[src/rtl/pipe_stall_ctrl.sv]
// -----------------------------------------------------------------------------
// pipe_stall_ctrl
//
// This block controls the pipeline stalls. It drives the write enables of the
// PC, F/D, D/E, E/M and M/W pipeline registers. It also drives the F/D flush
// select and the D/E bubble select.
//
// In the RUN state it resolves these hazards in priority order, highest first:
//   - D-cache miss
//   - I-cache miss
//   - taken branch
//   - load-use
//
// A cache miss moves the block into a refill state (ISTALL or DSTALL). The
// refill state is timed by a latency counter. A 32-bit (PERF_W) counter
// saturates at all-ones and counts the cycles in which the PC was not written.
//
// Ports
//   clk           pipeline clock, rising edge
//   reset         asynchronous, active-low reset
//   icache_miss   F-stage fetch missed (held by the cache until fill_done)
//   dcache_miss   M-stage access missed (held by the cache until fill_done)
//   load_use      D-stage instruction needs the result of a load now in E
//   branch_taken  E-stage branch/jump resolved taken
//   wr_pc..wr_mw  pipeline register write enables
//   flush_fd      F/D loads a NOP
//   bubble_de     D/E loads a NOP
//   mem_req       refill in progress
//   mem_is_data   refill targets the D-cache (0 = I-cache)
//   fill_done     single-cycle pulse in the last refill cycle
//   stall_cycles  saturating count of cycles with wr_pc = 0
// -----------------------------------------------------------------------------
module pipe_stall_ctrl #(
    parameter int MEM_LATENCY = 5,
    parameter int CNT_W       = 8,
    parameter int PERF_W      = 32
) (
    input  logic              clk,
    input  logic              reset,
    input  logic              icache_miss,
    input  logic              dcache_miss,
    input  logic              load_use,
    input  logic              branch_taken,
    output logic              wr_pc,
    output logic              wr_fd,
    output logic              wr_de,
    output logic              wr_em,
    output logic              wr_mw,
    output logic              flush_fd,
    output logic              bubble_de,
    output logic              mem_req,
    output logic              mem_is_data,
    output logic              fill_done,
    output logic [PERF_W-1:0] stall_cycles
);

    typedef enum logic [1:0] {
        RUN    = 2'd0,
        ISTALL = 2'd1,
        DSTALL = 2'd2
    } state_t;

    localparam logic [CNT_W-1:0] CNT_LOAD = CNT_W'(MEM_LATENCY - 1);

    state_t            state_q, state_d;
    logic [CNT_W-1:0]  cnt_q, cnt_d;
    logic              pend_q, pend_d;
    logic [PERF_W-1:0] stall_q, stall_d;

    // Ungated combinational outputs. Bit order is {pc, fd, de, em, mw}.
    logic [4:0] wr_v;
    logic       flush_v, bubble_v, mreq_v, mdata_v, fdone_v;

    always_comb begin
        state_d  = state_q;
        cnt_d    = cnt_q;
        pend_d   = pend_q;
        wr_v     = 5'b11111;
        flush_v  = 1'b0;
        bubble_v = 1'b0;
        mreq_v   = 1'b0;
        mdata_v  = 1'b0;
        fdone_v  = 1'b0;

        case (state_q)
            RUN: begin
                if (dcache_miss) begin
                    wr_v    = 5'b00000;
                    state_d = DSTALL;
                    cnt_d   = CNT_LOAD;
                    pend_d  = 1'b0;
                end else if (icache_miss) begin
                    wr_v    = 5'b00000;
                    state_d = ISTALL;
                    cnt_d   = CNT_LOAD;
                end else if (branch_taken) begin
                    // The load-use victim is the instruction being squashed,
                    // so a simultaneous load_use needs no stall.
                    flush_v  = 1'b1;
                    bubble_v = 1'b1;
                end else if (load_use) begin
                    // Hold PC and F/D. Insert a bubble into E. Let the older
                    // instructions drain.
                    wr_v     = 5'b00111;
                    bubble_v = 1'b1;
                end
            end

            ISTALL: begin
                wr_v   = 5'b00000;
                mreq_v = 1'b1;
                // Remember a D-cache miss raised while the I-cache refill
                // owns memory, so that the D refill follows back to back.
                if (dcache_miss) begin
                    pend_d = 1'b1;
                end
                if (cnt_q == '0) begin
                    fdone_v = 1'b1;
                    if (pend_q || dcache_miss) begin
                        state_d = DSTALL;
                        cnt_d   = CNT_LOAD;
                        pend_d  = 1'b0;
                    end else begin
                        state_d = RUN;
                    end
                end else begin
                    cnt_d = cnt_q - CNT_W'(1);
                end
            end

            DSTALL: begin
                wr_v    = 5'b00000;
                mreq_v  = 1'b1;
                mdata_v = 1'b1;
                if (cnt_q == '0) begin
                    fdone_v = 1'b1;
                    state_d = RUN;
                end else begin
                    cnt_d = cnt_q - CNT_W'(1);
                end
            end

            default: begin
                wr_v    = 5'b00000;
                state_d = RUN;
            end
        endcase
    end

    // Saturating performance counter of cycles in which the PC is frozen.
    always_comb begin
        stall_d = stall_q;
        if (!wr_v[4] && (stall_q != {PERF_W{1'b1}})) begin
            stall_d = stall_q + PERF_W'(1);
        end
    end

    always_ff @(posedge clk or negedge reset) begin
        if (!reset) begin
            state_q <= RUN;
            cnt_q   <= '0;
            pend_q  <= 1'b0;
            stall_q <= '0;
        end else begin
            state_q <= state_d;
            cnt_q   <= cnt_d;
            pend_q  <= pend_d;
            stall_q <= stall_d;
        end
    end

    // The reset level gates the outputs directly. This forces them low
    // immediately, independent of the clock.
    assign wr_pc        = reset & wr_v[4];
    assign wr_fd        = reset & wr_v[3];
    assign wr_de        = reset & wr_v[2];
    assign wr_em        = reset & wr_v[1];
    assign wr_mw        = reset & wr_v[0];
    assign flush_fd     = reset & flush_v;
    assign bubble_de    = reset & bubble_v;
    assign mem_req      = reset & mreq_v;
    assign mem_is_data  = reset & mdata_v;
    assign fill_done    = reset & fdone_v;
    assign stall_cycles = stall_q;

endmodule

[config.mk]
export PLATFORM = sky130hd
export DESIGN_NAME = pipe_stall_ctrl
export DESIGN_NICKNAME = d
export VERILOG_FILES = /design/src/rtl/pipe_stall_ctrl.sv
export SDC_FILE = /design/constraint.sdc
export NUM_CORES = 1
export LEC_CHECK = 0
export ABC_CLOCK_PERIOD_IN_PS = 3200
export CAP_MARGIN = 5
export CORE_ASPECT_RATIO = 0.9
export CORE_MARGIN = 2
export CORE_UTILIZATION = 50
export CTS_CLUSTER_SIZE = 14
export DETAILED_ROUTE_END_ITERATION = 10
export PLACE_DENSITY = 0.74
export SYNTH_ARGS = -nofsm -noshare
export SYNTH_HDL_FRONTEND = slang
export SYNTH_SLANG_ARGS = --single-unit
[constraint.sdc]
create_clock -name clk -period 3.2 [get_ports clk]
set_input_delay 0.96 -clock clk [delete_from_list [all_inputs] [get_ports clk]]
set_output_delay 0.96 -clock clk [all_outputs]
set_load 0.1 [all_outputs]
Yosys cells after proc, flatten, opt, wreduce, memory -nomap -nowiden
Index checks and enable logic that the tools add are counted.
- add/sub/neg operators: 2
- equality and inequality tests: 9
- muxes and demuxes: 35
- bitwise logic cells: 10
- reductions and logical operators: 11
- operators by type and width (cell ; count):
    $mux 8 ; 5
    $add 32x1->32 const B ; 1
    $ne 32x32->1 const B ; 1
    $mux 5 ; 5
    $pmux 8 s3 ; 1
    $mux 1 ; 17
    $and 1x1->1 ; 10
    $mux 2 ; 5
    $logic_not 8->1 ; 1
    $ne 2x2->1 const B ; 4
    $sub 8x1->8 const B ; 1
    $ne 3x3->1 const B ; 2
    $pmux 2 s3 ; 1
    $reduce_and 4->1 ; 1
    $reduce_and 3->1 ; 1
    $reduce_bool 3->1 ; 1
    $eq 2x1->1 const B ; 1
    $eq 2x2->1 const B ; 1
    $logic_not 2->1 ; 1
    $pmux 1 s2 ; 1
    $reduce_and 2->1 ; 1
    $reduce_bool 2->1 ; 1
    $reduce_or 2->1 ; 1
    $logic_and 1x1->1 ; 1
    2 further kinds ; 2
- bits in registers: 43
- input port bits: 6
- output and inout port bits: 42
- word-level logic and storage cells: 71

Depth between registers and ports, before layout
- word-level depth: 7
- mapped depth: 8
- depth with buffers taken out: 7

Worst setup path before layout
Ideal clock, no wire load.
- path type: input to output
- start: in dcache_miss
- end: out bubble_de
- arrival: 2736 ps
- required time: 2240 ps
- path slack: -496 ps
- stages: 3
- path buffers: 0
- path through: nor3b_2 -> nand2_1 -> nor2_1
- word-level cells in the longest chain between the ends: 3
- RTL lines (what ; line ; text):
    start: declaration ; 41 ; input logic dcache_miss,
    $mux 1 ; 87 ; if (dcache_miss) begin
    $mux 1 ; 85 ; case (state_q)
    $and 1x1->1 ; 180 ; assign bubble_de = reset & bubble_v;
    end: declaration ; 50 ; output logic bubble_de,
Every way passes these cells.

Worst setup path after layout
- start: reg cnt_q[0]
- end: out fill_done
- word-level cells in the longest chain between the ends: 4
- RTL lines (what ; line ; text):
    start: declaration ; 66 ; logic [CNT_W-1:0] cnt_q, cnt_d;
    start signal: assignment ; 166 ; cnt_q <= cnt_d;
    $logic_not 8->1 ; 117, 135 ;
    $mux 1 ; 117, 135 ;
    $mux 1 ; n/a ;
    $and 1x1->1 ; 183 ; assign fill_done = reset & fdone_v;
    end: declaration ; 53 ; output logic fill_done,
Every way passes these cells.

==> out/summary.md <==
* run status: finished, final reports clean
* register-to-register setup slack: 0.73 ns
* Yosys cell types: 44
* area of the die: 5421 um2
* clk_skew: 0.01044 ns
* Worst setup EP type: output pin
* CP Data Required Time: 2.24 ns
* post-placement worst setup slack: -0.05079 ns
* area added between synthesis and finish: 31.13%
* total length of routed met2 wires: 2.636 mm
* Post-synth top cells: 43 x dfrtp_1, 29 x nand2_1, 16 x nand3_1
* antenna cell count: 0
* Core Footprint: 4745 um2
* length of routed wiring on met1: 2.520 mm
* clock network latency to the later pin of the worst-skew pair: 0.30 ns
* # DRC: 0
* post-detail-place hpwl: 3.972 mm
* overall fraction of global-route tracks in use: 21.54%
* met3 wire length: 270 um
* final worst path period share: 99.34%
* count of final hold-check violations: 0
* cell with the biggest individual delay on the critical path: or4b_4
* Crit Path Category: reg2out
* number of buffers added by the clock tree synthesis step: 5
* global-route wire length before repair: 9.466 mm
* number of clock sinks: 43
* sequential share of the synthesized area: 44.40%
* Reg clk slew, reported paths: 0.08 ns
* Worst path max stage delay: 0.47 ns
* R2R Path End: cnt_q[2]
* highest clock frequency the design can meet: 0.3146 GHz
* gp weighted congestion: 0.8212
* number of levels the H-tree was split into: 2
* number of buffers on the longest clock path: 2
* # port buffers: 47
* y dimension of the die: 70.05 um
* cell type with the highest aggregate area in the netlist: dfrtp_1
* Async SR Flop Fraction: 100.0%
* root buffer cell: clkbuf_8
* largest net degree at the start of global routing: 31
* floorplan row count: 24
* power density relative to cell area: 793.8 nW/um2
* number of flops mapped to enable cells by yosys: 0
* # nets final: 329
* chain of cells forming the critical path: inv_2, ha_4, or4b_4, or4_4, and2b_2, buf_12
* launching element type of the critical path: flop
* max-capacitance violation count: 0
* TritonCTS clock tree: done
* number of standard cells after synthesis: 258
* per-cell routed wire length: 14.41 um
* placed insts: 372
* count of synthesis-stage warnings from yosys: 0
* synthesis-stage register bit count: 43
* area share of the leading cell type in the synthesized netlist: 44.40%
* first-pass iteration count of the detailed router: 4
* time the worst path needs with I/O delays and setup: 3.179 ns
* setup repair after global routing missed its margin: yes
* number of cell instances on the worst register-to-register path: 8
* r2r startpoint: cnt_q[0]
* antenna violations before repair: 0
* detailed router's first-iteration violation count: 117
* maximum fanout along the worst path: 4
* Mapped Area: 2424 um2
* via count of the first global-routing pass: 2,050
* worst hold path class: in2async
* remaining global-route overflow: 0
* max-slew violations: 0
* final-report setup violation count: 0
* ports placed on the boundary: 48
* mean instance size in the synthesized netlist: 9.394 um2
* Antenna Nets Post-Route: 0
* Synth Net Count: 270
* max_slew headroom: 59.15%
* post-route setup slack: 0.02117 ns
* dominant synthesized flop cell: dfrtp_1
* non-filler instance count after layout: 382
* category of cells accounting for the largest share of critical-path delay: simple AND/OR/NAND/NOR gates
* most common cell in the netlist: dfrtp_1
* synth top area cells: dfrtp_1 44%, xnor2_1 5.1%, xor2_1 4.7%
* layout cells sized above 1: 25.87%
* post-detailed-routing wire length: 5.504 mm
* CP arrival: 2.22 ns
* Leakage: 1.497 nW
* largest vdd supply drop: 0.0008997 V
* Die X: 77.39 um
* total number of vias: 2,152
* Crit path buffers/inverters: 2
* detail-routed via count per cell: 5.634
* slew at the pin with the worst max-slew slack: 0.6063 ns
* Initial Util: 51.08%
* worst hold-check slack: 0.4730 ns
* highest metal layer with signal wires: met4
metal layers:
| metal | vias to the layer above | GRT usage [%] |
|---|---|---|
| met4 | 0 | 7.540 |
| met2 | 53 | 33.43 |
| li1 | 1042 | - |
| met5 | - | 0 |
| met3 | 9 | 4.522 |
| met1 | 1048 | 30.13 |
logic make-up (layout without fill, tap and decap cells):
group	Yosys count	in the layout	synth area share, %
flops	43	43	44.40
simple gates	125	125	27.98
xor+xnor	27	27	9.757
fa+ha+maj	6	6	3.097
compound gates	37	37	10.27
mux	2	2	0.9292
buf+inv	18	77	3.562
registers in the layout, indices dropped and copies added (netlist names):
signal        cells
cnt_q             8
pend_q            1
stall_cycles     32
state_q           2
worst max-delay path by stage:
stage / startpoint / end / slack (ns) / cells after the start
after floorplan: dcache_miss / wr_pc / 0.009 / 3
after global placement: dcache_miss / wr_em / -0.04 / 5
after detailed placement: dcache_miss / wr_de / -0.05 / 5
after CTS: cnt_q[1] / fill_done / -0.004 / 6
after global routing: cnt_q[0] / fill_done / -0.04 / 6
final: cnt_q[0] / fill_done / 0.02 / 6
power breakdown:
| part | leakage, nW | switching, mW | internal [mW] | total, mW |
|---|---|---|---|---|
| Combinational | 0.879 | 0.902 | 0.451 | 1.35 |
| Clock | 0.0513 | 0.178 | 0.229 | 0.407 |
| Sequential | 0.568 | 0.123 | 0.640 | 0.763 |
what timing repair did:
action,in CTS,in global routing
endpoints found under the setup margin,5,7
buffers inserted,3,0
resized for setup,3,4
pin swaps,3,3
hold buffers,0,0
layout make-up:
type	count	area, um2
clock buffers	6	72.57
clock inverters	1	30.03
fillers	426	1567
inverters	10	41.29
multi-input cells	197	1292
flip-flops and latches	43	1076
well taps	65	81.33
repair buffers	60	584.3
stage by stage:
stage | TNS (ns) | cell area (um2) | utilization (%) | power (mW)
global route | -0.04292 | 3178 | 66.98 | 2.663
floorplan | 0 | 2451 | - | 1.766
global placement | -0.1395 | 3037 | 64.00 | 2.067
finish | 0 | 3178 | 66.98 | 2.523
detailed placement | -0.1709 | 3037 | 64.00 | 2.084
CTS | -0.004271 | 3166 | 66.72 | 2.521
cell usage in the layout, fill, tap and decap left out, types with 2 or more instances in the layout:
cell	count
nor4b_1	2
nand3_1	16
inv_1	7
nor4_1	4
or3_1	3
buf_4	45
clkdlybuf4s50_1	2
and4_1	3
buf_12	10
o21ai_0	14
a21oi_1	8
o31ai_1	2
nor3_1	10
xnor2_1	14
and3_1	12
dfrtp_1	43
xor2_1	13
nand2b_1	3
ha_1	5
mux2_2	2
inv_2	2
nand4_1	14
o21a_1	3
nand2_1	28
clkbuf_8	5
nor2_1	14
or2_2	2
or4_1	2
(Power assumes the default switching activity.)
